File: src/rtl/req_arb_fsm.sv
// Round-robin request/acknowledge controller: N_CH requesters share one READ/WRITE target.
// Define REQ_ARB_FSM_TIMEOUT_EN to build the watchdog (ERR state and timeout pulse).
module req_arb_fsm #(
  parameter int unsigned N_CH    = 4,
  parameter int unsigned TIMEOUT = 16,
  localparam int unsigned ID_W   = (N_CH > 1) ? $clog2(N_CH) : 1
) (
  input  logic            clk,
  input  logic            resetn,
  input  logic [N_CH-1:0] req,
  input  logic [N_CH-1:0] we,
  input  logic            ack,
  output logic            idle,
  output logic            read,
  output logic            write,
  output logic [N_CH-1:0] grant,
  output logic [ID_W-1:0] grant_id,
  output logic            timeout
);

  localparam logic [1:0] StIdle  = 2'd0;
  localparam logic [1:0] StRead  = 2'd1;
  localparam logic [1:0] StWrite = 2'd2;
  localparam logic [1:0] StErr   = 2'd3;

  logic [1:0]      state_q, state_d;
  logic [N_CH-1:0] grant_q, grant_d;
  logic [ID_W-1:0] grant_id_q, grant_id_d;
  logic [ID_W-1:0] last_q, last_d;

  logic            win_vld;
  logic            win_we;
  logic [ID_W-1:0] win_id;
  logic [N_CH-1:0] win_oh;

  // Two descending passes: the lowest requester above last wins, otherwise the lowest at or
  // below last, which is the first set bit searching upward from last+1 with wrap.
  always_comb begin
    win_vld = 1'b0;
    win_we  = 1'b0;
    win_id  = '0;
    win_oh  = '0;
    for (int c = N_CH - 1; c >= 0; c--) begin
      if (req[c] && (ID_W'(c) <= last_q)) begin
        win_vld   = 1'b1;
        win_we    = we[c];
        win_id    = ID_W'(c);
        win_oh    = '0;
        win_oh[c] = 1'b1;
      end
    end
    for (int c = N_CH - 1; c >= 0; c--) begin
      if (req[c] && (ID_W'(c) > last_q)) begin
        win_vld   = 1'b1;
        win_we    = we[c];
        win_id    = ID_W'(c);
        win_oh    = '0;
        win_oh[c] = 1'b1;
      end
    end
  end

`ifdef REQ_ARB_FSM_TIMEOUT_EN
  localparam int unsigned CNT_W = $clog2(TIMEOUT);
  localparam logic [CNT_W-1:0] CntMax = CNT_W'(TIMEOUT - 1);

  logic [CNT_W-1:0] cnt_q, cnt_d;
  logic             wd_expired;

  assign wd_expired = (cnt_q == CntMax);

  always_comb begin
    cnt_d = cnt_q;
    if (state_q == StIdle) begin
      cnt_d = '0;
    end else if (((state_q == StRead) || (state_q == StWrite)) && !ack) begin
      cnt_d = cnt_q + 1'b1;
    end
  end

  always_ff @(posedge clk) begin
    if (!resetn) begin
      cnt_q <= '0;
    end else begin
      cnt_q <= cnt_d;
    end
  end

  assign timeout = (state_q == StErr);
`else
  logic wd_expired;
  logic unused_timeout;

  assign wd_expired     = 1'b0;
  assign unused_timeout = ^TIMEOUT;
  assign timeout        = 1'b0;
`endif

  always_comb begin
    state_d    = state_q;
    grant_d    = grant_q;
    grant_id_d = grant_id_q;
    last_d     = last_q;
    case (state_q)
      StIdle: begin
        if (win_vld) begin
          state_d    = win_we ? StWrite : StRead;
          grant_d    = win_oh;
          grant_id_d = win_id;
          last_d     = win_id;
        end
      end
      StRead, StWrite: begin
        // ack wins over an expiring watchdog on the same cycle
        if (ack) begin
          state_d = StIdle;
          grant_d = '0;
        end else if (wd_expired) begin
          state_d = StErr;
          grant_d = '0;
        end
      end
      default: begin
        state_d = StIdle;
        grant_d = '0;
      end
    endcase
  end

  always_ff @(posedge clk) begin
    if (!resetn) begin
      state_q    <= StIdle;
      grant_q    <= '0;
      grant_id_q <= '0;
      last_q     <= ID_W'(N_CH - 1);
    end else begin
      state_q    <= state_d;
      grant_q    <= grant_d;
      grant_id_q <= grant_id_d;
      last_q     <= last_d;
    end
  end

  assign idle     = (state_q == StIdle);
  assign read     = (state_q == StRead);
  assign write    = (state_q == StWrite);
  assign grant    = grant_q;
  assign grant_id = grant_id_q;

endmodule

File: config.mk
export PLATFORM = sky130hd
export DESIGN_NAME = req_arb_fsm
export DESIGN_NICKNAME = d
export VERILOG_FILES = /design/src/rtl/req_arb_fsm.sv
export SDC_FILE = /design/constraint.sdc
export NUM_CORES = 1
export LEC_CHECK = 0
export ABC_AREA = 1
export CAP_MARGIN = 20
export CORE_UTILIZATION = 44
export CTS_CLUSTER_DIAMETER = 100
export CTS_CLUSTER_SIZE = 25
export DETAILED_ROUTE_END_ITERATION = 10
export HOLD_SLACK_MARGIN = 0.15
export PLACE_DENSITY = 0.76
export SLEW_MARGIN = 20
export SYNTH_ARGS = -nofsm -noshare
export SYNTH_HDL_FRONTEND = slang
export SYNTH_SLANG_ARGS = --single-unit
File: constraint.sdc
create_clock -name clk -period 1.8 [get_ports clk]
set_clock_uncertainty 0.1 [all_clocks]
set_input_delay 0.27 -clock clk [delete_from_list [all_inputs] [get_ports clk]]
set_output_delay 0.27 -clock clk [all_outputs]
set_load 0.02 [all_outputs]
==> impl_metrics.csv <==
group,metric,value,unit
yosys,synth_area,682,um2
critical_path,critPathSlowestCell,"sky130_fd_sc_hd__clkdlybuf4s50_1",
power_and_ir_drop,cellPowerDensity,1670,nW/um2
yosys,synthesis.nets,122,
global_route,wire_length_of_the_first_global_routing_pass,2530,um
clock_tree,clkLatencyLatePin,0.26,ns
clock_tree,clkSinkCount,10,
routing,drt_pre_antenna_iters,4,
placed_design,finalWeightedCongestion,0.843,
routing,drt-wirelength-per-cell,11.1,um
placed_design,place.detailed.instances,146,
critical_path,critical_path.n_buffers_inverters,1,
placed_design,detailed_place_hpwl,1370,um
placed_design,port_buffers,19,
floorplan,dieWidth,41.4,um
clock_tree,postCtsHoldBufs,0,
yosys,synth_enable_flop_cells,0,
sta,finalSetupViolCount,0,
routing,route.final.wire_length,1660,um
floorplan,design.die.area,1710,um2
critical_path,path_class,"reg2out",
global_route,antenna_found_initial,0,
outcome,run_status,"finished clean",
yosys,share_of_synthesized_area_occupied_by_flip_flops_and_latches,0.294,
sta,achievable-frequency,0.617,GHz
yosys,share_of_synthesized_registers_carrying_an_async_set_or_reset,0,
yosys,synth_warnings,0,
yosys,netlist_instances,108,
critical_path,critPathMaxFanout,2,
yosys,synth_flop_cell,"sky130_fd_sc_hd__dfxtp_1",
yosys,synth_largest_area_cell,"sky130_fd_sc_hd__dfxtp_1",
global_route,pin_count_of_the_biggest_net_entering_global_routing,9,
routing,detailroute.via_count,750,
clock_tree,cts_max_level,1,
clock_tree,cts.root.buffer_cell,"sky130_fd_sc_hd__clkbuf_4",
clock_tree,post_cts.repair.setup_buffers,0,
min_path,worst_hold_path_type,"reg2reg",
power_and_ir_drop,power.static_leakage,0.000523,uW
clock_tree,ctsLongestPathBuffers,2,
final_layout,areaGrowthSynthToFinish,40.9,%
clock_tree,path_clk_slew,0.07,ns
sta,fin_tns_setup,0,ns
critical_path,timing.critical_path.slowest_cell_delay,0.63,ns
final_layout,nets,150,
sta,timing.final.hold_violations,0,
sta,grt_setup_unrepaired,"false",
floorplan,top_level_ports,21,
final_layout,drive_gt1_frac,0.126,
yosys,postSynthAreaPerCell,6.31,um2
sta,period_minus_slack,1.62,ns
global_route,track_usage,0.227,
floorplan,rows,13,
floorplan,core,1370,um2
clock_tree,numCtsBuffers,3,
yosys,yosys-top-cells-area,"sky130_fd_sc_hd__dfxtp_1, sky130_fd_sc_hd__nand2_1, sky130_fd_sc_hd__inv_1",
global_route,grt_overflow_total,0,
routing,remaining_drc_errors,0,
routing,vias_per_cell,5.00,
critical_path,critical_path_required,1.43,ns
critical_path,worst-endpoint-arrival,1.25,ns
critical_path,cpLargestDelayFamily,"buffers and inverters",
final_layout,finished_layout_cells,150,
critical_path,r2r.worst_path.cells,9,
sta,timing_max_transition_violations_final,0,
power_and_ir_drop,ir_worst_vdd,983,uV
yosys,synth.most_common_cell,"sky130_fd_sc_hd__nand2_1",
floorplan,die_height,41.4,um
critical_path,start_kind,"register",
floorplan,initial_utilization,0.499,
sta,layout_worst_path_cycle_share,0.900,
min_path,min_delay_path_depth,2,
critical_path,crit_path_cell_trace,"clkdlybuf4s50_1",
global_route,grt_pass1_vias,632,
clock_tree,tritoncts_clock_tree,"built",
yosys,commonest_cells_in_the_synthesized_netlist,"sky130_fd_sc_hd__nand2_1, sky130_fd_sc_hd__inv_1, sky130_fd_sc_hd__nor2_1",
yosys,netlist.area_leader.share,0.294,
routing,final_antenna_net_count,0,
yosys,synth_cell_type_count,20,
run,drv_cap,0,
critical_path,cp_num_cells,1,
power_and_ir_drop,total_power,1610,uW
final_layout,antenna-diode-count,0,
yosys,synth.ff_latch_count,10,
critical_path,crit_path_end_kind,"output pin",
routing,drt_iter0_drc,21,
==> report_power, final <==
group          leakage, uW  switching, uW  internal (uW)
combinational     0.000419            607            415
sequential       0.0000826           67.4            322
clock            0.0000210           75.7            123
==> through the flow <==
| stage | cell area, um2 | utilization | setup WS (ns) | hold slack [ns] |
|---|---|---|---|---|
| 6_report | 961 | 0.703 | 0.180 | 0.366 |
| 5_1_grt | 961 | 0.703 | 0.109 | 0.402 |
| 4_1_cts | 956 | 0.700 | 0.00552 | 0.371 |
| 3_5_place_dp | 921 | 0.674 | 0.00716 | 0.361 |
| 3_3_place_gp | 921 | 0.674 | 0.0706 | 0.352 |
| 2_1_floorplan | 682 | - | 0.309 | 0.269 |
==> metal layers <==
| metal | GRT usage | routed length [um] | vias up |
|---|---|---|---|
| met1 | 0.293 | 772 | 328 |
| li1 | - | - | 391 |
| met4 | 0.0806 | 5 | 0 |
| met2 | 0.367 | 754 | 29 |
| met5 | 0 | 0 | - |
| met3 | 0.0532 | 129 | 2 |
==> sequential cells by signal, summed over array words and instances, names as in the netlist <==
| name | count |
|---|---|
| state_q | 2 |
| grant | 4 |
| grant_id | 2 |
| last_q | 2 |
==> final cells by class <==
type,count,area (um2)
Clock buffer,4,36.3
Fill cell,125,405
Inverter,20,75.1
Multi-Input combinational cell,77,399
Sequential cell,10,200
Tap cell,15,18.8
Timing Repair Buffer,24,231
==> layout by cell type, fill, tap and decap left out, drive strengths merged <==
| master | n |
|---|---|
| a21oi | 10 |
| a31oi | 1 |
| buf | 5 |
| clkbuf | 4 |
| clkdlybuf4s50 | 16 |
| conb | 1 |
| dfxtp | 10 |
| dlygate4sd2 | 1 |
| dlymetal6s2s | 2 |
| ha | 3 |
| inv | 20 |
| nand2 | 27 |
| nand3 | 12 |
| nor2 | 15 |
| o211ai | 2 |
| o21ai | 5 |
| o22ai | 1 |
==> kinds of logic (layout without fill, tap and decap cells) <==
logic type	Yosys count	count (layout)	share of synthesized area
AO/OA/AOI/OAI	19	19	0.172
AND/OR/NAND/NOR	54	54	0.352
other	1	1	0.00550
adder cells (fa/ha/maj)	3	3	0.0551
buffers and inverters	21	48	0.121
flip-flops	10	10	0.294
==> worst paths after layout <==
| path | from | to | slack [ns] |
|---|---|---|---|
| min | grant[3] | grant[3] | 0.37 |
| max | grant[2] | grant[2] | 0.18 |
| max reg2reg | state_q[0] | grant[2] | 0.30 |
| min reg2reg | grant[3] | grant[3] | 0.37 |
==> timing repair <==
item,CTS,global route
endpoints found under the setup margin,1,2
cloned,0,0
resized for setup,1,2
(Power assumes the default switching activity.)
